$ cat src/rtl/universal_reg.sv
`default_nettype none
// ============================================================================
//  Module   : universal_reg
//  Purpose  : WIDTH-bit universal register. It supports hold, parallel load,
//             logical shift left/right with serial input, rotate left/right,
//             and modulo-2^WIDTH count up/down. It also provides a
//             registered serial-out bit and a combinational terminal-count
//             flag.
//  Ports    : clk  - clock, all state updates on the rising edge
//             rst  - asynchronous active-high reset (q=0, sout=0)
//             clr  - synchronous clear, overrides en/mode
//             en   - operation enable, 0 holds q and sout
//             mode - operation select (see c_MODE_* below)
//             d    - parallel load data
//             sin  - serial input for the shift modes
//             q    - registered state
//             qb   - combinational complement of q
//             sout - registered bit shifted/rotated out
//             tc   - terminal count (all-ones counting up, zero counting down)
//  Revision : 1.0 - initial release
// ============================================================================
module universal_reg #(
  parameter int WIDTH = 8
) (
  input  logic             clk,
  input  logic             rst,
  input  logic             clr,
  input  logic             en,
  input  logic [2:0]       mode,
  input  logic [WIDTH-1:0] d,
  input  logic             sin,
  output logic [WIDTH-1:0] q,
  output logic [WIDTH-1:0] qb,
  output logic             sout,
  output logic             tc
);

  localparam logic [2:0] c_MODE_HOLD = 3'b000;
  localparam logic [2:0] c_MODE_LOAD = 3'b001;
  localparam logic [2:0] c_MODE_SHL  = 3'b010;
  localparam logic [2:0] c_MODE_SHR  = 3'b011;
  localparam logic [2:0] c_MODE_ROL  = 3'b100;
  localparam logic [2:0] c_MODE_ROR  = 3'b101;
  localparam logic [2:0] c_MODE_UP   = 3'b110;
  localparam logic [2:0] c_MODE_DOWN = 3'b111;

  localparam logic [WIDTH-1:0] c_ONE  = {{(WIDTH-1){1'b0}}, 1'b1};
  localparam logic [WIDTH-1:0] c_ONES = {WIDTH{1'b1}};

  logic [WIDTH-1:0] q_q;
  logic [WIDTH-1:0] q_d;
  logic             sout_q;
  logic             sout_d;

  // Next-state selection. d and sin are only referenced in the modes that
  // consume them, so unknowns on these inputs stay out of the state
  // elsewhere.
  always_comb begin
    q_d    = q_q;
    sout_d = sout_q;
    if (clr) begin
      q_d    = '0;
      sout_d = 1'b0;
    end else if (en) begin
      case (mode)
        c_MODE_HOLD: q_d = q_q;
        c_MODE_LOAD: q_d = d;
        c_MODE_SHL: begin
          q_d    = {q_q[WIDTH-2:0], sin};
          sout_d = q_q[WIDTH-1];
        end
        c_MODE_SHR: begin
          q_d    = {sin, q_q[WIDTH-1:1]};
          sout_d = q_q[0];
        end
        c_MODE_ROL: begin
          q_d    = {q_q[WIDTH-2:0], q_q[WIDTH-1]};
          sout_d = q_q[WIDTH-1];
        end
        c_MODE_ROR: begin
          q_d    = {q_q[0], q_q[WIDTH-1:1]};
          sout_d = q_q[0];
        end
        c_MODE_UP:   q_d = q_q + c_ONE;
        c_MODE_DOWN: q_d = q_q - c_ONE;
        default:     q_d = q_q;
      endcase
    end
  end

  always_ff @(posedge clk or posedge rst) begin
    if (rst) begin
      q_q    <= '0;
      sout_q <= 1'b0;
    end else begin
      q_q    <= q_d;
      sout_q <= sout_d;
    end
  end

  assign q    = q_q;
  assign qb   = ~q_q;
  assign sout = sout_q;
  // The flag is a function of the current q, so during reset (q=0) it still
  // reports terminal count when en=1 and the mode is count-down.
  assign tc   = en & (((mode == c_MODE_UP)   && (q_q == c_ONES)) ||
                      ((mode == c_MODE_DOWN) && (q_q == '0)));

endmodule
`default_nettype wire
$ cat config.mk
export PLATFORM = sky130hd
export DESIGN_NAME = universal_reg
export DESIGN_NICKNAME = d
export VERILOG_FILES = /design/src/rtl/universal_reg.sv
export SDC_FILE = /design/constraint.sdc
export NUM_CORES = 1
export LEC_CHECK = 0
export BUFFER_PORTS_ARGS = -buffer_cell sky130_fd_sc_hd__buf_4
export CELL_PAD_IN_SITES_DETAIL_PLACEMENT = 1
export CELL_PAD_IN_SITES_GLOBAL_PLACEMENT = 1
export CORE_AREA = 3 3 48 67
export CTS_BUF_LIST = sky130_fd_sc_hd__clkbuf_4
export CTS_CLUSTER_SIZE = 14
export DETAILED_ROUTE_END_ITERATION = 8
export DIE_AREA = 0 0 51 70
export PLACE_DENSITY = 0.91
export SKIP_LAST_GASP = 1
export SYNTH_ARGS = -nofsm -noshare
export SYNTH_HDL_FRONTEND = slang
export SYNTH_SLANG_ARGS = --single-unit
$ cat constraint.sdc
create_clock -name clk -period 4.9 [get_ports clk]
set_input_delay 0.98 -clock clk [delete_from_list [all_inputs] [get_ports clk]]
set_output_delay 0.98 -clock clk [all_outputs]
set_load 0.1 [all_outputs]
======== After elaboration in Yosys (flattened, before gate mapping) ========
Cells that the tools add are included.
storage, ports and cells
  bits in registers ....................... 9
  bits of input ports ..................... 16
  output and inout bits ................... 18
operators by class
  add/sub/neg operators ................... 2
  eq/ne operators ......................... 9
  multiplexer cells ....................... 6
  bitwise gates (word level) .............. 2
  reduce and logical (&&, ||, !) cells .... 11
operators by type and width
  kind                   number
  $pmux W8 S7            1
  $mux W8                2
  $eq A3 B3 Y1 const B   4
  $add A8 B1 Y8 const B  1
  $eq A8 B8 Y1 const B   1
  $logic_not A8 Y1       1
  $not A8 Y8             1
  $sub A8 B1 Y8 const B  1
  $eq A3 B2 Y1 const B   2
  $reduce_and A2 Y1      2
  $reduce_or A2 Y1       2
  $eq A3 B1 Y1 const B   1
  $logic_not A3 Y1       1
  $reduce_bool A3 Y1     1
  $logic_and A1 B1 Y1    2
  $mux W1                2
  $ne A2 B2 Y1 const B   1
  $pmux W1 S2            1
  $reduce_bool A2 Y1     1
  $and A1 B1 Y1          1
  $logic_or A1 B1 Y1     1

======== Longest topological paths before layout ========
  depth after elaboration ................. 5
  mapped depth ............................ 8

======== Least setup slack after synthesis ========
Ideal clock, no wire load.
  path type ............................... reg-to-output
  start point ............................. register q_q[7], in the netlist q[7]
  end point ............................... output tc
  arrival ................................. 2604 ps
  setup slack ............................. 1316 ps
  stages on the path, launching flop included .. 5
  path through ............................ dfrtp_1 -> inv_1 -> nand4_1 -> o21ai_0 -> and3_1
between the ends
  word-level cells in the longest chain between the ends .. 4
RTL lines
  item                                                     RTL line  source
  from (decl)                                              50        logic [WIDTH-1:0] q_q;
  from (signal assigned)                                   96        q_q <= q_d;
  $eq A8 B8 Y1 / $logic_not A8 Y1 (equally long branches)  106, 107
  $logic_and A1 B1 Y1, on equally long branches            106, 107
  $logic_or A1 B1 Y1 (*)                                   106       assign tc = en & (((mode == c_MODE_UP) && (q_q == c_ONES)) ||
  $and A1 B1 Y1 (*)                                        106
  to (decl)                                                35        output logic tc
Mark *: on every way between the ends. The rest lies on a longest branch, timed or not.

======== Worst setup path in the final report ========
  start point ............................. input mode[0]
  end point ............................... output tc
between the ends
  word-level cells in the longest chain between the ends .. 4
RTL lines
  item                                           RTL line  source
  from (decl)                                    29        input logic [2:0] mode,
  $eq A3 B3 Y1, on equally long branches         106, 107
  $logic_and A1 B1 Y1, on equally long branches  106, 107
  $logic_or A1 B1 Y1 (*)                         106
  $and A1 B1 Y1 (*)                              106
Marks and branches as above.

==> flow_metrics.tcl <==
set metrics [dict create \
    synth_edf_count 0 \
    tightest_slew_ns 0.467 \
    endpoint_kind "output port" \
    hold_buffers 0 \
    synth_top_family_by_area "simple AND/OR/NAND/NOR gates" \
    yosysWarnings 0 \
    numCtsBuffers 3 \
    arrival_ns 2.01 \
    final-hold-violation-count 0 \
    synth-simple-area-share_pct 30.5 \
    grt_pass1_vias 1202 \
    required_ns 3.92 \
    ys_ff_latch 9 \
    fin_skew_ns 0.00375 \
    grt_pass1_wl_um 5780 \
    synth.area.mux_share_pct 6.97 \
    wl_um 3620 \
    dieArea_um2 3570 \
    ant_nets 0 \
    multi_input_area_um2 722 \
    drt_first_pass_iters 4 \
    hp-class "flip-flop to flip-flop" \
    layoutNonFillerInstCount 198 \
    maxSlewViolCount 0 \
    antenna_found_initial 0 \
    drt-initial-drc-count 22 \
    slew_headroom_pct 68.9 \
    synth_compound_area_share_pct 27.1 \
    gp_congestion 0.898 \
    synth-xor-area-share_pct 2.48 \
    yosysTopAreaCell "dfrtp_1" \
    drive_above_1_share_pct 25.3 \
    vias_per_cell 6.26 \
    p_per_area_nw_per_um2 276 \
    route.detailed.drc 0 \
    synth_fa_ha_area_share_pct 1.18 \
    fp.coreArea_um2 2670 \
    fmax_ghz 0.335 \
    die_y_um 70 \
    fin_crit_ns 2.99 \
    ys_types 49 \
    yosysTopAreaCellShare_pct 21.3 \
    cts_tree "done" \
    worst_skew_pair.late_latency_ns 0.28 \
    initial_core_util_pct 39.6 \
    crit_type "input port to output port" \
    fillers 358 \
    grt_max_degree 28 \
    setup_violations 0 \
    cp_max_fo 27 \
    p_total_w 0.000362 \
    synthFlopType "dfrtp_1" \
    synth.most_common_cell "inv_1" \
    vdd_drop_max_mv 0.131 \
    outcome "finished, final reports clean" \
    hold_ws_ns 0.587 \
    syn_avg_cell_area_um2 7.78 \
    cts_root_buffer "clkbuf_4" \
    num_io_pins 34 \
    cts-htree-levels 1 \
    dp_hpwl_um 2740 \
    dpl.cell_count 194 \
    wire_per_inst_um 18.3 \
    numPortBuffers 33 \
    areaGrowthSynthToFinish_pct 23.9 \
    ys_top_cells_by_area "dfrtp_1 (21%), a21oi_1 (4.3%), nand3_1 (4.3%)" \
    placementRows 22 \
    power.leakage_nw 0.574 \
    seq_area_frac_synth_pct 21.3 \
    startpoint_type "input port" \
    fin_crit_sh_pct 61.0 \
    cts.clk_slew.worst_paths_ns 0.07 \
    drv_cap 0 \
    syn-num-nets 153 \
    globalRouteTotalUtil_pct 21.2 \
    synthCells 136 \
    seqCellArea_um2 225 \
    rsz0062_at_grt "false" \
    num_vias 1240 \
    postCtsSetupBuffers 0 \
    cts_buffer_depth 2 \
    antenna_cells 0 \
    fin_nets 180 \
    cts.sinks 9 \
    synthArstFlopShare_pct 100 \
    fp.dieW_um 51 \
    syn_area_um2 1060 \
    cts_resized 0 \
    yosys-top-cells-count "inv_1 (11), a21oi_1 (9), dfrtp_1 (9), nand3_1 (9), nand2_1 (8)" \
    tns_ns 0 \
    grt_overflow 0 \
    fin_util_pct 49.1 \
]
-- cell type report --
class                      instances  area share (%)
multi-input combinational        105            55.1
timing repair buffer              33            18.9
tap                               36            3.44
clock buffer                       4            2.29
inverter                          11            3.15
sequential                         9            17.2
-- per-layer routing --
layer | vias up | share of wire [%] | track usage (%)
met5 | - | 0 | 0
met4 | 0 | 2.8 | 12.9
met3 | 10 | 5.6 | 2.77
met2 | 50 | 52 | 35.9
met1 | 611 | 40 | 24.4
li1 | 569 | - | -
-- per-stage QoR --
step           instance area, um^2  setup slack [ns]
2_1_floorplan                 1060              1.32
3_3_place_gp                  1280              1.94
5_1_grt                       1310              1.85
6_report                      1310              1.91
3_5_place_dp                  1280              1.91
4_1_cts                       1310              1.90
-- cell usage in the layout, fill, tap and decap left out, types with 3 or more instances in the layout --
cell	instances
dfrtp_1	9
buf_4	33
o22ai_1	3
or3_1	3
a32oi_1	3
nand3_1	9
nand2_1	8
nand2b_1	4
nor3_1	3
nor2_1	7
nor2b_1	4
o21ai_0	3
mux2i_1	4
and4_1	4
a21oi_1	9
clkbuf_4	4
and3_1	4
inv_1	11
-- cell families after synthesis --
| family | after synthesis |
|---|---|
| xor+xnor | 3 |
| compound gates | 38 |
| mux | 7 |
| simple gates | 56 |
| fa+ha+maj | 1 |
| buf+inv | 22 |
| flops | 9 |
-- registers in the layout, summed over array words and instances, names as in the netlist --
register,cells
q,8
sout,1
-- report_power, final --
group / internal [W] / total (W) / switching (W)
clock: 0.0000371 / 0.0000694 / 0.0000323
combinational: 0.0000510 / 0.000194 / 0.000143
sequential: 0.0000804 / 0.0000993 / 0.0000189
-- critical path: stages --
cell      delay, ns
buf_4          0.20
nand2b_1       0.20
o21ai_0        0.14
and3_1         0.18
buf_4          0.29
-- path summary, 6_finish.rpt --
path | from | to | slack, ns | cells past startpoint
worst max register to register | q[1]$_DFFE_PP0P_ | q[4]$_DFFE_PP0P_ | 2.88 | 7
worst min register to register | sout$_DFFE_PP0P_ | sout$_DFFE_PP0P_ | 0.59 | 2
worst max-delay path | mode[0] | tc | 1.91 | 5
worst min-delay path | sout$_DFFE_PP0P_ | sout$_DFFE_PP0P_ | 0.59 | 2
min in group asynchronous | rst | q[5]$_DFFE_PP0P_ | 0.68 | 2
max in group asynchronous | rst | sout$_DFFE_PP0P_ | 3.94 | 2
Power figures use the tool's default switching activity.
